<file path="config.mk">
export PLATFORM = sky130hd
export DESIGN_NAME = fifo_wr_arbiter_flat
export DESIGN_NICKNAME = d
export VERILOG_FILES = /design/src/rtl/fifo_wr_arbiter_pkg.sv /design/src/rtl/fifo_wr_arbiter_if.sv /design/src/rtl/fifo_wr_arbiter_rr_picker.sv /design/src/rtl/fifo_wr_arbiter.sv /design/src/flat_wrapper.sv
export SDC_FILE = /design/constraint.sdc
export NUM_CORES = 1
export LEC_CHECK = 0
export CAP_MARGIN = 0
export CORE_MARGIN = 1
export CORE_UTILIZATION = 30
export CTS_CLUSTER_SIZE = 14
export DETAILED_ROUTE_END_ITERATION = 7
export DONT_BUFFER_PORTS = 1
export GPL_TIMING_DRIVEN = 0
export PLACE_DENSITY = 0.56
export SYNTH_ARGS = -nofsm -noshare
export SYNTH_HDL_FRONTEND = slang
export SYNTH_HIERARCHICAL = 1
export SYNTH_SLANG_ARGS = --single-unit
</file>
<file path="constraint.sdc">
create_clock -name i_wr_clk -period 4.2 [get_ports i_wr_clk]
set_clock_uncertainty 0.1 [all_clocks]
set_input_delay 0.84 -clock i_wr_clk [delete_from_list [all_inputs] [get_ports i_wr_clk]]
set_output_delay 0.84 -clock i_wr_clk [all_outputs]
set_load 0.02 [all_outputs]
</file>
<file path="src/rtl/fifo_wr_arbiter_pkg.sv">
// Shared types and helpers for the FIFO write-port arbiter and its picker.
package fifo_arb_pkg;

    typedef enum logic [0:0] {
        IDLE  = 1'b0,
        BURST = 1'b1
    } arb_state_e;

    // Index width for n items; never narrower than one bit so n == 1 stays legal.
    function automatic int src_width(input int n);
        return (n <= 1) ? 1 : $clog2(n);
    endfunction

endpackage

</file>
<file path="src/rtl/fifo_wr_arbiter_if.sv">
// Requester/FIFO-side bundle of the write-port arbiter.
// slave = arbiter view, master = producers plus FIFO flags.
interface fifo_wr_arbiter_if
    import fifo_arb_pkg::*;
#(
    parameter int N_REQ = 4,
    parameter int WIDTH = 8
);
    localparam int SRC_W = src_width(N_REQ);

    logic [N_REQ-1:0]       i_req_valid;
    logic [N_REQ*WIDTH-1:0] i_req_data;
    logic [N_REQ-1:0]       o_req_ready;
    logic                   i_fifo_full;
    logic                   i_fifo_afull;
    logic                   o_fifo_wr_en;
    logic [WIDTH-1:0]       o_fifo_wr_data;
    logic [SRC_W-1:0]       o_fifo_wr_src;
    logic [N_REQ-1:0]       o_grant;
    logic                   o_busy;

    modport slave (
        input  i_req_valid, i_req_data, i_fifo_full, i_fifo_afull,
        output o_req_ready, o_fifo_wr_en, o_fifo_wr_data, o_fifo_wr_src, o_grant, o_busy
    );

    modport master (
        output i_req_valid, i_req_data, i_fifo_full, i_fifo_afull,
        input  o_req_ready, o_fifo_wr_en, o_fifo_wr_data, o_fifo_wr_src, o_grant, o_busy
    );

endinterface

</file>
<file path="src/rtl/fifo_wr_arbiter_rr_picker.sv">
// Combinational round-robin picker: first set request scanning from i_ptr
// upward with wrap. Also used by the read-side scheduler.
module rr_picker
    import fifo_arb_pkg::*;
#(
    parameter int N_REQ = 4,
    parameter int SRC_W = src_width(N_REQ)
) (
    input  logic [N_REQ-1:0] i_req,
    input  logic [SRC_W-1:0] i_ptr,
    output logic [N_REQ-1:0] o_gnt,
    output logic [SRC_W-1:0] o_idx
);

    logic found;
    int   cand;

    // Scan N_REQ positions starting at i_ptr; the first hit wins.
    always_comb begin
        o_gnt = '0;
        o_idx = '0;
        found = 1'b0;
        cand  = 0;
        for (int off = 0; off < N_REQ; off++) begin
            cand = (int'(i_ptr) + off) % N_REQ;
            if (!found && i_req[cand[SRC_W-1:0]]) begin
                found                    = 1'b1;
                o_gnt[cand[SRC_W-1:0]]   = 1'b1;
                o_idx                    = cand[SRC_W-1:0];
            end
        end
    end

endmodule

</file>
<file path="src/rtl/fifo_wr_arbiter.sv">
// Round-robin burst arbiter sharing one FIFO write port between N_REQ producers.
//
// state | meaning
// IDLE  | no owner; next owner picked round-robin from rr_ptr, no beat accepted
// BURST | o_grant owner pushes up to BURST_MAX beats, throttled by FIFO space
module fifo_wr_arbiter
    import fifo_arb_pkg::*;
#(
    parameter int N_REQ     = 4,
    parameter int WIDTH     = 8,
    parameter int BURST_MAX = 4
) (
    input  logic             i_wr_clk,
    input  logic             i_wr_rstn,
    fifo_wr_arbiter_if.slave bus
);

    localparam int SRC_W = src_width(N_REQ);
    localparam int CNT_W = src_width(BURST_MAX);
    localparam logic [CNT_W-1:0] CNT_LAST = CNT_W'(BURST_MAX - 1);
    localparam logic [SRC_W-1:0] IDX_LAST = SRC_W'(N_REQ - 1);

    arb_state_e       state_q, state_d;
    logic [SRC_W-1:0] rr_ptr_q, rr_ptr_d;
    logic [CNT_W-1:0] beat_cnt_q, beat_cnt_d;
    logic [N_REQ-1:0] grant_q, grant_d;
    logic [SRC_W-1:0] gnt_idx_q, gnt_idx_d;
    logic             wr_en_q, wr_en_d;
    logic [WIDTH-1:0] wr_data_q, wr_data_d;
    logic [SRC_W-1:0] wr_src_q, wr_src_d;

    logic [N_REQ-1:0] pick_gnt;
    logic [SRC_W-1:0] pick_idx;
    logic             any_req;
    logic             space;
    logic             gnt_valid;
    logic             accept;
    logic             last_beat;
    logic             release_burst;
    logic [WIDTH-1:0] beat_data;
    logic [N_REQ-1:0] req_ready;
    logic             busy;

    rr_picker #(
        .N_REQ (N_REQ),
        .SRC_W (SRC_W)
    ) u_picker (
        .i_req (bus.i_req_valid),
        .i_ptr (rr_ptr_q),
        .o_gnt (pick_gnt),
        .o_idx (pick_idx)
    );

    // A write already sitting in the output register consumes the last free
    // slot when afull is up, so space must account for it.
    assign any_req       = |bus.i_req_valid;
    assign space         = !bus.i_fifo_full && !(wr_en_q && bus.i_fifo_afull);
    assign gnt_valid     = |(bus.i_req_valid & grant_q);
    assign accept        = (state_q == BURST) && gnt_valid && space;
    assign last_beat     = accept && (beat_cnt_q == CNT_LAST);
    assign release_burst = (state_q == BURST) && (!gnt_valid || last_beat);
    assign beat_data     = bus.i_req_data[int'(gnt_idx_q) * WIDTH +: WIDTH];

    // State register.
    always_ff @(posedge i_wr_clk or negedge i_wr_rstn) begin
        if (!i_wr_rstn) begin
            state_q <= IDLE;
        end else begin
            state_q <= state_d;
        end
    end

    // Next-state: grant on any request, release on last beat or owner dropping valid.
    always_comb begin
        state_d = state_q;
        case (state_q)
            IDLE:    if (any_req)       state_d = BURST;
            BURST:   if (release_burst) state_d = IDLE;
            default:                    state_d = IDLE;
        endcase
    end

    // Outputs decoded from state; non-owners always see ready low.
    always_comb begin
        req_ready = '0;
        busy      = 1'b0;
        if (state_q == BURST) begin
            req_ready = grant_q & {N_REQ{space}};
            busy      = 1'b1;
        end
    end

    // Next values for grant, pointer, beat counter and the write register.
    always_comb begin
        grant_d    = grant_q;
        gnt_idx_d  = gnt_idx_q;
        rr_ptr_d   = rr_ptr_q;
        beat_cnt_d = beat_cnt_q;
        wr_en_d    = accept;
        wr_data_d  = wr_data_q;
        wr_src_d   = wr_src_q;
        if ((state_q == IDLE) && any_req) begin
            grant_d    = pick_gnt;
            gnt_idx_d  = pick_idx;
            beat_cnt_d = '0;
        end
        if (accept) begin
            wr_data_d  = beat_data;
            wr_src_d   = gnt_idx_q;
            beat_cnt_d = beat_cnt_q + 1'b1;
        end
        if (release_burst) begin
            grant_d    = '0;
            beat_cnt_d = '0;
            rr_ptr_d   = (gnt_idx_q == IDX_LAST) ? '0 : gnt_idx_q + 1'b1;
        end
    end

    // Datapath registers; reset also discards a beat still waiting to be written.
    always_ff @(posedge i_wr_clk or negedge i_wr_rstn) begin
        if (!i_wr_rstn) begin
            rr_ptr_q   <= '0;
            beat_cnt_q <= '0;
            grant_q    <= '0;
            gnt_idx_q  <= '0;
            wr_en_q    <= 1'b0;
            wr_data_q  <= '0;
            wr_src_q   <= '0;
        end else begin
            rr_ptr_q   <= rr_ptr_d;
            beat_cnt_q <= beat_cnt_d;
            grant_q    <= grant_d;
            gnt_idx_q  <= gnt_idx_d;
            wr_en_q    <= wr_en_d;
            wr_data_q  <= wr_data_d;
            wr_src_q   <= wr_src_d;
        end
    end

    assign bus.o_req_ready    = req_ready;
    assign bus.o_busy         = busy;
    assign bus.o_grant        = grant_q;
    assign bus.o_fifo_wr_en   = wr_en_q;
    assign bus.o_fifo_wr_data = wr_data_q;
    assign bus.o_fifo_wr_src  = wr_src_q;

endmodule

</file>
<file path="src/flat_wrapper.sv">
// flat-port wrapper written by rule: the top's interface ports become plain ports
module fifo_wr_arbiter_flat import fifo_arb_pkg::*;
#(
    parameter int N_REQ     = 4,
    parameter int WIDTH     = 8,
    parameter int BURST_MAX = 4
)
  (i_wr_clk, i_wr_rstn, bus_i_req_valid, bus_i_req_data, bus_i_fifo_full, bus_i_fifo_afull, bus_o_req_ready, bus_o_fifo_wr_en, bus_o_fifo_wr_data, bus_o_fifo_wr_src, bus_o_grant, bus_o_busy);
  fifo_wr_arbiter_if #(.N_REQ(N_REQ), .WIDTH(WIDTH)) bus_i ();
  input  logic i_wr_clk;
  input  logic i_wr_rstn;
  input wire logic [$bits(bus_i.i_req_valid)-1:0] bus_i_req_valid;
  input wire logic [$bits(bus_i.i_req_data)-1:0] bus_i_req_data;
  input wire logic [$bits(bus_i.i_fifo_full)-1:0] bus_i_fifo_full;
  input wire logic [$bits(bus_i.i_fifo_afull)-1:0] bus_i_fifo_afull;
  output wire logic [$bits(bus_i.o_req_ready)-1:0] bus_o_req_ready;
  output wire logic [$bits(bus_i.o_fifo_wr_en)-1:0] bus_o_fifo_wr_en;
  output wire logic [$bits(bus_i.o_fifo_wr_data)-1:0] bus_o_fifo_wr_data;
  output wire logic [$bits(bus_i.o_fifo_wr_src)-1:0] bus_o_fifo_wr_src;
  output wire logic [$bits(bus_i.o_grant)-1:0] bus_o_grant;
  output wire logic [$bits(bus_i.o_busy)-1:0] bus_o_busy;
  assign bus_i.i_req_valid = bus_i_req_valid;
  assign bus_i.i_req_data = bus_i_req_data;
  assign bus_i.i_fifo_full = bus_i_fifo_full;
  assign bus_i.i_fifo_afull = bus_i_fifo_afull;
  assign bus_o_req_ready = bus_i.o_req_ready;
  assign bus_o_fifo_wr_en = bus_i.o_fifo_wr_en;
  assign bus_o_fifo_wr_data = bus_i.o_fifo_wr_data;
  assign bus_o_fifo_wr_src = bus_i.o_fifo_wr_src;
  assign bus_o_grant = bus_i.o_grant;
  assign bus_o_busy = bus_i.o_busy;
  fifo_wr_arbiter #(.N_REQ(N_REQ), .WIDTH(WIDTH), .BURST_MAX(BURST_MAX)) u_core (.i_wr_clk(i_wr_clk), .i_wr_rstn(i_wr_rstn), .bus(bus_i));
endmodule
</file>
Word-level counts from Yosys, hierarchy flattened --
Cells that the tools add are included.
Cells by class: $add $sub $neg 5, magnitude comparators 8, equal/unequal tests 2, shifts and indexed selects 1, multiplexer cells 38, bitwise operators 6, reductions and logical operators 25
Operators by type and width (number):
- variable part select 32 x 6 -> 8 bit | 1
- two-way mux 4 bit | 7
- two-way mux 2 bit | 8
- logical AND 1 bit | 14
- two-way mux 1 bit | 14
- less-than comparator 2 x 3 -> 1 bit (second input constant) | 4
- OR 4 bit | 3
- bitwise AND 4 bit | 2
- binary-select mux 1 bit (select 2 bit) | 4
- demux 1 bit (select 2 bit) | 4
- greater-or-equal comparator 2 x 1 -> 1 bit (second input constant) | 4
- OR reduction 4 bit | 2
- adder 2 x 1 -> 2 bit (second input constant) | 3
- logical NOT 1 bit | 6
- adder 2 bit (second input constant) | 2
- == test 2 bit (second input constant) | 2
- nonzero test 3 bit | 1
- one-hot mux 1 bit (2 select lines) | 1
- nonzero test 2 bit | 1
- logical OR 1 bit | 1
- inverter 1 bit | 1
Word-level totals: register bits 22, bits of input ports 40, output and inout bits 20, word-level logic and storage cells 93

Logic depth before layout (Yosys ltp) --
depth after elaboration 14, mapped depth 9, gate-level depth less buffers 8

By module --
The synthesis kept the hierarchy.
By module, submodules not included:
- fifo_wr_arbiter | instances 1, cells each 85, area an instance 1161.1 sq um, seq. area each 550.5 sq um
- rr_picker | instances 1, cells each 48, area an instance 439.2 sq um, seq. area each 0.0 sq um

Least setup slack after synthesis --
OpenSTA, ideal clock, no wires.
kind input port to output port, start point in bus_i_fifo_afull, end point out bus_o_req_ready[0], arrival time 1.526 ns, setup slack 1.734 ns, stages on the path 3, path buffers 0, path through and2_1 > nor3_1 > and2_1
On the way: word-level cells in the longest chain between the ends 5
RTL lines:
- start, declared | RTL line flat_wrapper.sv:15 | input wire logic [$bits(bus_i.i_fifo_afull)-1:0] bus_i_fifo_afull;
- logical AND 1 bit | RTL line fifo_wr_arbiter.sv:57 | assign space = !bus.i_fifo_full && !(wr_en_q && bus.i_fifo_afull);
- logical NOT 1 bit | RTL line fifo_wr_arbiter.sv:57
- logical AND 1 bit | RTL line fifo_wr_arbiter.sv:57
- bitwise AND 4 bit | RTL line fifo_wr_arbiter.sv:88 | req_ready = grant_q & {N_REQ{space}};
- two-way mux 4 bit | RTL line fifo_wr_arbiter.sv:87 | if (state_q == BURST) begin
- end, declared | RTL line flat_wrapper.sv:16 | output wire logic [$bits(bus_i.o_req_ready)-1:0] bus_o_req_ready;
Every way passes these cells.

Worst setup path in the final report --
start point reg u_core.state_q, end point out bus_o_req_ready[1]
On the way: word-level cells in the longest chain between the ends 1
RTL lines:
- start, declared | RTL line fifo_wr_arbiter.sv:23 | arb_state_e state_q, state_d;
- start signal, assigned | RTL line fifo_wr_arbiter.sv:69 | state_q <= state_d;
- two-way mux 4 bit | RTL line fifo_wr_arbiter.sv:87
Every way passes these cells.

==> metrics <==
CTS-repair resized insts=0; Compound-Gate Fraction of Synth Area=15.25%; Yosys warning total=6; Final Hold Fails=0; DRT iter0 DRCs=46; Critical R2R Launch=u_core/rr_ptr_q[1]; Rows=26; unrepaired setup endpoints after global routing=no; Mapped Area=1600 µm²; Syn Nets=180; CTS Root Buffer Type=clkbuf_8; cell area power density=796.1 nW/µm²; DRC Markers=0; R2R cell count=8; Final #Nets=185; Area Overhead vs Synth=8.053%; mux contribution to synthesized area=28.07%; slew at the pin with the worst max-slew slack=0.7042 ns; maximum vdd ir drop=0.2978 mV; CP max stage delay=0.61 ns; Slew headroom=52.70%; Sw Ratio=45.60%; global-route wire length before repair=5.927 mm; Total Wirelength=3.718 mm; initial antenna violation count=0; CTS tree=done; Mapped Cells=133; synthesized-area fraction occupied by and/or/nand/nor cells=12.67%; Main synth FF type=dfrtp_1; Critical Path AT=1.97 ns; Clk pwr share=9.1%; CORE AREA=5107 µm²; Pint=748.9 µW; Synth Area in Adders=5.473%; Setup Viol. Count Final=0; die area=5630 µm²; hold crit path type=input pin to asynchronous set/reset pin; critical path, cell by cell=buf_4 > inv_1 > nor3_1 > and2_1; pre-CTS WS=1.323 ns; flops & latches, synth=22; critical path class=flip-flop to primary output; clock transition at the registers of the reported paths=0.07 ns; peak fanout along the critical path=9; post-route setup slack=1.295 ns; CTS hold repair buffers=0; maxcap violations=0; total grt overflow=0; status=finished, final reports clean; Unique masters post-synth=34; period utilization=69.17%; CP startpoint=u_core/state_q; sequential cell area fraction in the yosys report=34.40%; max-slew violations=0; asr flop ratio synth=100.0%; I/O pin total=60; gr usage total=14.26%; post-route setup TNS=0 ns; I/O Buffers=0; H-tree depth=1; TritonRoute pass-1 iters=4; Final Critical Period=2.905 ns; die height=75.04 µm; largest family of logic cells by synthesized area=multiplexers; xor/xnor share of the synthesized area=0%; routability cong.=0.7729; post-CTS setup buffers=0; Post-synth EDFFs=0; LEAKAGE=0.0006686 µW; routed vias=1142; CTS buffer count=3; # fillers=520; fmax=344.2 MHz; Detail Route Antenna Nets=0; Vias per Instance=5.544; largest net degree at the start of global routing=23; syn avg cell area=12.03 µm²; commonest non-fill, non-tap cell in the layout=dfrtp_1; vias in the first global route=1274; chip width=75.04 µm; sequential group share of total power=33.9%; post-synth top area cell=dfrtp_1; maximum clock path buffer count=2; Logic pwr share=57.0%; slowest CP cell=nor3_1; worst skew pair latency=0.26 ns; most frequent cells in the layout=dfrtp_1 (22), mux4_2 (12), nand2_1 (10); Setup crit end kind=primary output; hpwl dp=2.951 mm; Wirelength per Cell=18.05 µm; Ant. Diodes=0; post-synth top area share=34.40%; Sw Pwr=627.6 µW; layout cells sized above 1=26.47%; worst path required time=3.26 ns; Critical Path Start Type=flip-flop; CTS Sinks=22; Synth area leaders=dfrtp_1 (34%), mux4_2 (17%), mux2_2 (6.3%); Initial Utilization=31.33%
[through the flow]
stage	cells	power (µW)	util, %	cell area, µm²	hold WS, ns
floorplan	133	1091	-	1600	0.4219
global placement	203	1220	33.05	1688	0.4416
detailed placement	203	1258	33.05	1688	0.4450
CTS	206	1392	33.86	1729	0.1597
global route	206	1484	33.86	1729	0.1470
finish	206	1377	33.86	1729	0.1677
[cells by family after synthesis]
logic type      count (synthesis)
mux                            28
buf+inv                        11
compound gates                 31
flops                          22
simple gates                   34
fa+ha+maj                       7
[per-layer routing]
layer	vias up	wire, µm	track usage [%]
met4	0	31	4.403
li1	521	-	-
met3	3	377	4.150
met1	557	1474	16.78
met5	-	0	0
met2	61	1834	25.13
[final timing paths]
path / to / slack [ns]
max in group asynchronous: u_core/gnt_idx_q[1] / 3.76
setup / recovery: bus_o_req_ready[1] / 1.29
min in group i_wr_clk: u_core/beat_cnt_q[0] / 0.47
hold / removal: u_core/bus.o_fifo_wr_en / 0.17
hold reg to reg: u_core/beat_cnt_q[0] / 0.47
setup reg to reg: u_core/bus.o_grant[2] / 1.57
[registers in the layout, indices dropped and copies added, names as in the netlist]
signal,cells
u_core/bus.o_fifo_wr_data,8
u_core/gnt_idx_q,2
u_core/beat_cnt_q,2
u_core/rr_ptr_q,2
u_core/state_q,1
u_core/bus.o_fifo_wr_en,1
u_core/bus.o_fifo_wr_src,2
u_core/bus.o_grant,4
[cells in the mapped netlist (2+ instances only)]
cell type / count
buf_2: 2
nor3_1: 2
a22oi_1: 2
buf_6: 2
nand3b_1: 2
inv_1: 4
buf_4: 2
mux2_2: 9
mux2_1: 6
o21ai_0: 6
o2bb2ai_1: 5
ha_1: 7
a221oi_1: 4
nor2b_1: 4
o31ai_1: 3
and2_1: 5
nand2_1: 10
dfrtp_1: 22
nor2_1: 6
a21oi_1: 5
mux4_2: 12
[power groups by stage]
stage	logic, µW	registers [µW]	clock network [µW]
finish	785	467	125
global route	860	485	139
CTS	792	469	130
detailed placement	785	473	0
global placement	750	469	0
floorplan	648	443	0
[area by class of cell]
cell class | count | area, µm² | share of cell area, %
Sequential cell | 22 | 550.5 | 31.84
Clock buffer | 3 | 41.29 | 2.388
Buffer | 7 | 51.30 | 2.967
Tap cell | 70 | 87.58 | 5.065
Multi-Input combinational cell | 100 | 983.4 | 56.87
Inverter | 4 | 15.01 | 0.8683
[critical path: cells and delay by family (launching register included)]
kind                   cells  cell delay (ns)
and+or+nand+nor            2             0.95
DFF                        1             0.46
buffers and inverters      2             0.29
Power figures use the tool's default switching activity.
